===== src/rtl/decode_issue_pkg.sv =====
// Shared widths and the fetch-to-decode entry record used by the decode
// sequencing front end.
package decode_issue_pkg;

    localparam int ADDR_WIDTH   = 64;
    localparam int INST_WIDTH   = 32;
    localparam int PID_WIDTH    = 20;
    localparam int TID_WIDTH    = 16;
    localparam int MAJ_ID_WIDTH = 64;

    typedef struct packed {
        logic [INST_WIDTH-1:0] inst;
        logic [ADDR_WIDTH-1:0] addr;
        logic                  is64;
        logic [PID_WIDTH-1:0]  pid;
        logic [TID_WIDTH-1:0]  tid;
    } fetch_entry_t;

endpackage


===== src/rtl/decode_issue_fifo.sv =====
// Synchronous fetch buffer with push, pop, synchronous clear and occupancy.
// The caller guarantees no push when full and no pop when empty.
module decode_issue_fifo
    import decode_issue_pkg::*;
#(
    parameter int DEPTH = 4
) (
    input  logic                   clk,
    input  logic                   rst_n,
    input  logic                   srst,
    input  logic                   push,
    input  fetch_entry_t           push_data,
    input  logic                   pop,
    output fetch_entry_t           head_data,
    output logic [$clog2(DEPTH):0] count
);

    localparam int PTR_W = $clog2(DEPTH);

    fetch_entry_t     mem_r [DEPTH];
    logic [PTR_W-1:0] head_r;
    logic [PTR_W-1:0] tail_r;
    logic [PTR_W:0]   count_r;
    logic [PTR_W:0]   count_nxt_s;

    // Entry storage, written at the tail.
    always_ff @(posedge clk or negedge rst_n) begin
        if (!rst_n) begin
            for (int i = 0; i < DEPTH; i++) begin
                mem_r[i] <= '0;
            end
        end else if (push && !srst) begin
            mem_r[tail_r] <= push_data;
        end
    end

    // Occupancy next value; clear wins over push/pop.
    always_comb begin
        count_nxt_s = count_r;
        if (srst) begin
            count_nxt_s = '0;
        end else begin
            case ({push, pop})
                2'b10:   count_nxt_s = count_r + (PTR_W+1)'(1'b1);
                2'b01:   count_nxt_s = count_r - (PTR_W+1)'(1'b1);
                default: count_nxt_s = count_r;
            endcase
        end
    end

    // Pointer and count registers; depth is a power of two so pointers wrap naturally.
    always_ff @(posedge clk or negedge rst_n) begin
        if (!rst_n) begin
            head_r  <= '0;
            tail_r  <= '0;
            count_r <= '0;
        end else if (srst) begin
            head_r  <= '0;
            tail_r  <= '0;
            count_r <= '0;
        end else begin
            if (push) begin
                tail_r <= tail_r + PTR_W'(1'b1);
            end
            if (pop) begin
                head_r <= head_r + PTR_W'(1'b1);
            end
            count_r <= count_nxt_s;
        end
    end

    assign head_data = mem_r[head_r];
    assign count     = count_r;

endmodule


===== src/rtl/decode_issue_ctrl.sv =====
// Decode front end: buffers fetched instructions, stamps each issue with a
// unique major ID and throttles issue with downstream credits.
module decode_issue_ctrl
    import decode_issue_pkg::*;
#(
    parameter int fifoDepth   = 4,
    parameter int creditCount = 4
) (
    input  logic                           clock_i,
    input  logic                           reset_i,
    input  logic                           flush_i,
    input  logic                           fetchValid_i,
    output logic                           fetchReady_o,
    input  logic [INST_WIDTH-1:0]          fetchInst_i,
    input  logic [ADDR_WIDTH-1:0]          fetchAddr_i,
    input  logic                           fetchIs64_i,
    input  logic [PID_WIDTH-1:0]           fetchPid_i,
    input  logic [TID_WIDTH-1:0]           fetchTid_i,
    input  logic                           creditReturn_i,
    output logic                           decEnable_o,
    output logic [INST_WIDTH-1:0]          decInst_o,
    output logic [ADDR_WIDTH-1:0]          decAddr_o,
    output logic                           decIs64_o,
    output logic [PID_WIDTH-1:0]           decPid_o,
    output logic [TID_WIDTH-1:0]           decTid_o,
    output logic [MAJ_ID_WIDTH-1:0]        decMajId_o,
    output logic [$clog2(fifoDepth):0]     fifoCount_o,
    output logic [$clog2(creditCount):0]   credits_o,
    output logic                           creditOverflow_o
);

    localparam int CNT_W = $clog2(fifoDepth) + 1;
    localparam int CRD_W = $clog2(creditCount) + 1;

    fetch_entry_t             fetch_entry_s;
    fetch_entry_t             head_entry_s;
    fetch_entry_t             dec_entry_r;
    logic [CNT_W-1:0]         fifo_count_s;
    logic                     fetch_ready_s;
    logic                     push_s;
    logic                     issue_s;
    logic [CRD_W-1:0]         credits_r;
    logic [CRD_W-1:0]         credits_nxt_s;
    logic                     overflow_r;
    logic                     overflow_nxt_s;
    logic [MAJ_ID_WIDTH-1:0]  maj_id_r;
    logic [MAJ_ID_WIDTH-1:0]  dec_maj_id_r;
    logic                     dec_enable_r;

    assign fetch_entry_s = '{inst: fetchInst_i, addr: fetchAddr_i, is64: fetchIs64_i,
                             pid: fetchPid_i, tid: fetchTid_i};

    // Ready depends on the registered count only, so a pop cannot free a slot in the same cycle.
    assign fetch_ready_s = (fifo_count_s < CNT_W'(fifoDepth));
    assign push_s        = fetchValid_i && fetch_ready_s && !flush_i;
    assign issue_s       = (fifo_count_s != '0) && (credits_r != '0) && !flush_i;

    decode_issue_fifo #(
        .DEPTH (fifoDepth)
    ) u_fifo (
        .clk       (clock_i),
        .rst_n     (reset_i),
        .srst      (flush_i),
        .push      (push_s),
        .push_data (fetch_entry_s),
        .pop       (issue_s),
        .head_data (head_entry_s),
        .count     (fifo_count_s)
    );

    // Credit bookkeeping; a return with the pool already full is an error, not a credit.
    always_comb begin
        credits_nxt_s  = credits_r;
        overflow_nxt_s = overflow_r;
        case ({creditReturn_i, issue_s})
            2'b10: begin
                if (credits_r == CRD_W'(creditCount)) begin
                    overflow_nxt_s = 1'b1;
                end else begin
                    credits_nxt_s = credits_r + CRD_W'(1'b1);
                end
            end
            2'b01:   credits_nxt_s = credits_r - CRD_W'(1'b1);
            default: credits_nxt_s = credits_r;
        endcase
    end

    // Credit, overflow and major ID registers; the ID survives flushes to stay unique.
    always_ff @(posedge clock_i or negedge reset_i) begin
        if (!reset_i) begin
            credits_r  <= CRD_W'(creditCount);
            overflow_r <= 1'b0;
            maj_id_r   <= '0;
        end else begin
            credits_r  <= credits_nxt_s;
            overflow_r <= overflow_nxt_s;
            if (issue_s) begin
                maj_id_r <= maj_id_r + MAJ_ID_WIDTH'(1'b1);
            end
        end
    end

    // Decoder-facing registers; payload holds its last value when nothing issues.
    always_ff @(posedge clock_i or negedge reset_i) begin
        if (!reset_i) begin
            dec_enable_r <= 1'b0;
            dec_entry_r  <= '0;
            dec_maj_id_r <= '0;
        end else begin
            dec_enable_r <= issue_s;
            if (issue_s) begin
                dec_entry_r  <= head_entry_s;
                dec_maj_id_r <= maj_id_r;
            end
        end
    end

    assign fetchReady_o     = fetch_ready_s;
    assign decEnable_o      = dec_enable_r;
    assign decInst_o        = dec_entry_r.inst;
    assign decAddr_o        = dec_entry_r.addr;
    assign decIs64_o        = dec_entry_r.is64;
    assign decPid_o         = dec_entry_r.pid;
    assign decTid_o         = dec_entry_r.tid;
    assign decMajId_o       = dec_maj_id_r;
    assign fifoCount_o      = fifo_count_s;
    assign credits_o        = credits_r;
    assign creditOverflow_o = overflow_r;

endmodule

===== config.mk =====
export PLATFORM = sky130hd
export DESIGN_NAME = decode_issue_ctrl
export DESIGN_NICKNAME = d
export VERILOG_FILES = /design/src/rtl/decode_issue_pkg.sv /design/src/rtl/decode_issue_fifo.sv /design/src/rtl/decode_issue_ctrl.sv
export SDC_FILE = /design/constraint.sdc
export NUM_CORES = 1
export LEC_CHECK = 0
export ABC_AREA = 1
export CAP_MARGIN = 10
export CORE_MARGIN = 5
export CORE_UTILIZATION = 25
export CTS_CLUSTER_DIAMETER = 40
export DETAILED_ROUTE_END_ITERATION = 6
export HOLD_SLACK_MARGIN = 0.08
export PLACE_DENSITY = 0.48
export SYNTH_ARGS = -nofsm -noshare
export SYNTH_HDL_FRONTEND = slang
export SYNTH_SLANG_ARGS = --single-unit

===== constraint.sdc =====
create_clock -name clock_i -period 2.37 [get_ports clock_i]
set_clock_uncertainty 0.15 [all_clocks]
set_input_delay 0.474 -clock clock_i [delete_from_list [all_inputs] [get_ports clock_i]]
set_output_delay 0.474 -clock clock_i [all_outputs]
set_load 0.005 [all_outputs]

# Word level (Yosys, flattened, before mapping)
# Index checks and enable logic that the tools add are counted.
[totals] regBits=805 in_bits=138 output_inout_bits=206 wordCells=81
[classes] n_addsub=7 order_cmp=4 n_eq_ne=6 n_mux=14 n_bitwise=2 reduce_logical=15
[op_table] op="532-bit bitwise mux" n=1
[op_table] op="133-bit two-way mux" n=3
[op_table] op="133-bit binary-select mux with 2-bit select" n=1
[op_table] op="133-bit demux with 2-bit select" n=1
[op_table] op="64-bit by 1-bit adder with 64-bit output, second input constant" n=1
[op_table] op="3-bit case mux with 2 select lines" n=2
[op_table] op="3-bit nonzero test" n=3
[op_table] op="2-bit two-way mux" n=4
[op_table] op="3-bit by 1-bit adder with 3-bit output, second input constant" n=2
[op_table] op="3-bit >= comparator, second input constant" n=2
[op_table] op="1-bit logical AND" n=6
[op_table] op="3-bit two-way mux" n=2
[op_table] op="2-bit NOT with 3-bit output" n=2
[op_table] op="2-bit nonzero test" n=3
[op_table] op="3-bit by 1-bit subtractor with 3-bit output, second input constant" n=2
[op_table] op="2-bit by 1-bit adder with 2-bit output, second input constant" n=2
[op_table] op="2-bit by 1-bit equality test with 1-bit output, second input constant" n=2
[op_table] op="2-bit equality test, second input constant" n=2
[op_table] op="2-bit AND reduction" n=2
[op_table] op="3-bit equality test, second input constant" n=1
[op_table] op="3-bit by 1-bit less-than comparator with 1-bit output, second input constant" n=1
[op_table] op="3-bit less-than comparator, second input constant" n=1
[op_table] op="2-bit != test, second input constant" n=1
[op_table] op="1-bit zero test" n=1

# Logic depth before layout (Yosys ltp)
[logic_depth] word_depth=6 mapped_depth=11

# By module
# A second synthesis with hierarchy kept.
[unflattened] cells_unflattened=4015 hier_area_um2=34933.5
[by_module_without_submodules] mod="decode_issue_fifo" instances=1 cells_per_inst=2652 area_each_um2=23476.3 seq_area_each_um2=13487.9
[by_module_without_submodules] mod="decode_issue_ctrl" instances=1 cells_per_inst=1363 area_each_um2=11457.2 seq_area_each_um2=6657.6

# Worst setup path before layout
# Ideal clock, no wire load.
[synth_path] path_kind="flip-flop to flip-flop" start="register credits_r[2], in the netlist credits_o[2]" end="register credits_r[2], in the netlist credits_o[2]" t_arrival_ns=1.896 setup_slack_ns=0.249 path_stages_with_launch=11 n_path_buf=1 period_less_slack_ns=2.121 path_cell_list="dfstp_2 inv_1 nand3_1 nand3_2 buf_6 or2_1 fa_1 inv_1 nand2_1 nand2_1 xor2_1"
[synth_via] elab_chain_len=6 word_cells_on_any_way=13 cone_classes="2 x add/sub; 4 x eq/ne; 2 x mux; 5 x reduce/logical"
[synth_rtl] element="start: declaration" line_no="decode_issue_ctrl.sv:42" source="logic [CRD_W-1:0] credits_r;"
[synth_rtl] element="start signal: assignment" line_no="decode_issue_ctrl.sv:91" source="credits_r <= CRD_W'(creditCount);"
[synth_rtl] element="start signal: assignment" line_no="decode_issue_ctrl.sv:95" source="credits_r <= credits_nxt_s;"
[synth_rtl] element="3-bit nonzero test" line_no="decode_issue_ctrl.sv:56" source="assign issue_s = (fifo_count_s != '0) && (credits_r != '0) && !flush_i;"
[synth_rtl] element="1-bit logical AND (2 in a row)" line_no="decode_issue_ctrl.sv:56"
[synth_rtl] element="2-bit equality test or 2-bit by 1-bit equality test with 1-bit output (tied branches)" line_no="decode_issue_ctrl.sv:75" source="case ({creditReturn_i, issue_s})"
[synth_rtl] element="2-bit != test (no source line) or 2-bit nonzero test (tied branches)"
[synth_rtl] element="2-bit AND reduction (no source line)"
# Parallel ways exist; a longest one is shown, timed or not. The select of a mux whose other input is x is not followed.
# A chain may end at the register's enable or synchronous reset.

# Final worst setup path
[layout_path] start="register dec_entry_r (netlist bit decAddr_o[24])" end="output decAddr_o[24]"
[layout_lines] element="start: declaration" line_no="decode_issue_ctrl.sv:37" source="fetch_entry_t dec_entry_r;"
[layout_lines] element="start signal: assignment" line_no="decode_issue_ctrl.sv:112" source="dec_entry_r <= head_entry_s;"
[layout_lines] element="end: declaration" line_no="decode_issue_ctrl.sv:22" source="output logic [ADDR_WIDTH-1:0] decAddr_o,"
# No word-level cell between the ends.

==> summary.txt <==
Setup path
  • R2R Setup Slk: roughly 0.24 ns
  • CP Class: reg2out
  • Buf+Inv Stages, Crit Path: 1
  • Max stage delay on crit path: about 0.52 ns
  • Critical path cell sequence: clkdlybuf4s50_1
  • R2r worst-path depth: 10
  • CP top delay family: buffers and inverters
  • Reg2reg start: u_fifo.count[0]$_DFFE_PN0P_
  • Critical Path Source: decAddr_o[24]$_DFFE_PN0P_
  • Crit path capture: decAddr_o[24]
  • CP Capture Type: primary output
  • FF-to-FF End: u_fifo.count[2]$_DFFE_PN0P_
  • Worst EP arrival: roughly 1.7 ns
  • Worst-path fanout max: 2
  • CP Launch Type: flip-flop
  • WP depth: 1
  • Worst-path cell with the longest stage delay: clkdlybuf4s50_1
  • WP data required: 1.75 ns

Min path
  • HP Class: in2async

Yosys
  • Synth Warn #: 0
  • Syn avg cell area: about 8.5 sq um
  • Post-synthesis cell area: ~34000 sq um
  • Synth unique cells: 32
  • Number of synthesized flops with an enable pin: 0
  • Syn Nets: 4185
  • Register area share after synthesis: 58.65%
  • Ys flop type: dfrtp_1
  • Post-synth ARST share: 100.0%
  • FF+latch count, synth: 805
  • Synth Instances: 4040

Outcome
  • Status: finished clean

Timing
  • Fmax: 0.4353 GHz
  • RSZ-0062 raised after global routing: no
  • Final worst slack: approximately 0.073 ns
  • Hold_ws: 0.1779 ns
  • Max_slew headroom: 38.42%
  • Tmin final: 2.297 ns
  • Final Cycle Share: between 90 and 100%
  • Final setup vio count: 0
  • Fin. max-slew vios: 0
  • Final-report hold violation count: 0
  • Worst-margin pin slew: just over 0.9 ns

Placement
  • Pre-CTS setup slack: -0.04584 ns
  • Total placed cells including tap cells: 6050
  • GP Congestion: 0.8563
  • DP HPWL: ~70000 um
  • Placed cell area: about 41000 sq um
  • I/O Buffers: 343

Power and ir drop
  • Worst vdd ir: 0.0006332 V
  • Sequential share of power: between 30% and 40%
  • Combinational power share: ~27%
  • Power Dens Cells: ~1300 nW/um^2
  • P_leak: 21.87 nW
  • Sw frac: 33.23%
  • Clock share of power: 36.7%
  • Net Sw Power: between 15 and 20 mW
  • Pint: 40.02 mW

Clock network
  • Clk_lat worst skew: 0.77 ns
  • Clock sinks: 805
  • Clock tree buffer depth: 3
  • Clock H-tree levels: 4
  • CTS root buf: clkbuf_16
  • Number of buffers created by CTS: approximately 150
  • CTS tree: done
  • Reg clk slew, reported paths: around 0.05 ns

Detailed routing
  • ANT nets after route: 0
  • Routed Wire Length: 109500 um
  • Iter 0 DRT Violations: 2110
  • DR WL/cell: 17.26 um
  • DR DRC count: 0
  • 1st-pass router iterations: 5
  • Number of vias per cell: 4.503
  • Via count: 28550

GRT
  • Total GRT Usage: 14.97%
  • Global route overflow: 0
  • Pin count of the biggest net entering global routing: just under 100
  • First-pass GRT wire length: about 170000 um
  • Antenna violations before repair: 8
  • Vias in the first global route: 28740

Final layout
  • Nets: 4564
  • Fin area: 46000 sq um
  • Share of cells above drive strength 1: 9.753%
  • Layout area overhead: 33.90%
  • Final Core Density: 33.58%
  • Cell Count, Final, Fillers Out: 6341

Floorplanning
  • Die height: 380.7 um
  • Die footprint: 144900 sq um
  • Die width: ~380 um
  • Initial Utilization: 25.08%
  • Core Rows: 136
  • Core ar.: 137000 sq um
  • # IOs: approximately 340

Flow run
  • Max Cap Violations: 0
placed cells by master, fill, tap and decap left out, types with 28 or more instances in the layout:
cell type	instances
buf_12	55
nand3_1	28
buf_4	79
o21ai_1	31
clkbuf_16	151
clkdlybuf4s50_1	288
o22ai_1	133
inv_1	202
nand2_1	1292
dfrtp_1	799
dlygate4sd2_1	39
nor2_1	369
o21ai_0	809
registers in the layout, summed over array words and instances, names as in the netlist:
| name | cells |
|---|---|
| u_fifo.mem_r | 532 |
| u_fifo.tail_r | 2 |
| decTid_o | 16 |
| decPid_o | 20 |
| u_fifo.head_r | 2 |
| decIs64_o | 1 |
| u_fifo.count | 3 |
| creditOverflow_o | 1 |
| decMajId_o | 64 |
| decEnable_o | 1 |
| decAddr_o | 64 |
| credits_o | 3 |
| maj_id_r | 64 |
| decInst_o | 32 |
how the worst min path moves through the flow:
stage,startpoint,end,slack [ns],cells past startpoint
after floorplan,reset_i,creditOverflow_o$_DFFE_PN0P_,0.03,0
after detailed placement,reset_i,maj_id_r[25]$_DFFE_PN0P_,0.21,1
after global routing,fetchAddr_i[25],u_fifo.mem_r[62]$_DFFE_PN0P_,0.16,3
after global placement,reset_i,maj_id_r[25]$_DFFE_PN0P_,0.21,1
final,reset_i,maj_id_r[13]$_DFFE_PN0P_,0.18,3
after CTS,fetchInst_i[18],u_fifo.mem_r[518]$_DFFE_PN0P_,0.10,3
kinds of logic (layout without fill, tap and decap cells):
family	after synthesis	after routing	share of synthesized area, %
XOR/XNOR	39	39	0.9944
buffers and inverters	458	960	5.409
AO/OA/AOI/OAI	979	979	14.76
flip-flops	805	805	58.65
adder cells (fa/ha/maj)	7	7	0.2987
other	0	5	0
AND/OR/NAND/NOR	1752	1752	19.90
cell usage after synthesis, types with 7 or more instances:
master	n	area, sq um
nor2_1	369	1385
buf_2	90	450.4
nor2_2	11	68.82
inv_1	203	762.0
nor3_1	8	40.04
xnor2_1	15	131.4
nor2_4	8	90.09
buf_1	12	45.04
o21ai_1	31	155.2
nand3b_1	7	52.55
xor2_1	24	210.2
o21ai_0	809	4049
nand2_1	1296	4865
o22ai_1	133	832.1
dfrtp_1	804	20120
nand4_1	13	81.33
clkbuf_1	144	540.5
nand3_1	28	140.1
per-stage QoR:
stage,TNS (ns),total power [mW]
2_1_floorplan,0,30.75
3_3_place_gp,-0.09768,38.23
3_5_place_dp,-0.04584,38.48
4_1_cts,0,60.88
5_1_grt,0,64.14
6_report,0,59.93
power groups by stage:
stage / registers [mW] / logic (mW) / clock network, mW
finish: 21.6 / 16.3 / 22.0
global placement: 21.7 / 16.5 / 0
floorplan: 21.1 / 9.65 / 0
detailed placement: 21.8 / 16.7 / 0
CTS: 21.6 / 16.7 / 22.6
global route: 22.2 / 18.7 / 23.2
worst reg2reg max path, cell delays in order (launching register included):
cell      delay [ns]
dfrtp_1         0.37
buf_4           0.14
inv_1           0.08
nand3_1         0.16
nand2_1         0.18
buf_4           0.17
nor2_1          0.07
fa_1            0.37
nand3b_1        0.17
nand3_1         0.08
o21ai_0         0.07
timing repair:
action | in CTS | in global routing
gates resized for setup | 42 | 15
setup buffers | 9 | 1
hold buffers | 2 | 0
endpoints found under the hold margin | 805 | 0
setup endpoints to repair | 46 | 16
final cells by class:
type | count | area (sq um)
multi-input combinational | 2777 | 12380
tap | 1794 | 2245
inverter | 207 | 787.0
sequential | 805 | 20160
fill | 14290 | 90990
timing repair buffer | 479 | 5141
antenna | 5 | 12.51
clock inverter | 93 | 1167
clock buffer | 181 | 4101
routing by layer:
| layer | routed length (um) | part of all wire, % | track usage (%) | vias to the layer above |
|---|---|---|---|---|
| li1 | - | - | - | 13900 |
| met4 | 2390 | 2.2 | 4.578 | 6 |
| met2 | 48250 | 44 | 22.94 | 663 |
| met5 | 46 | 0.042 | 0 | - |
| met1 | 53030 | 48 | 20.87 | 13820 |
| met3 | 5760 | 5.3 | 3.786 | 169 |
No activity file was read; power rests on OpenSTA's default activity.
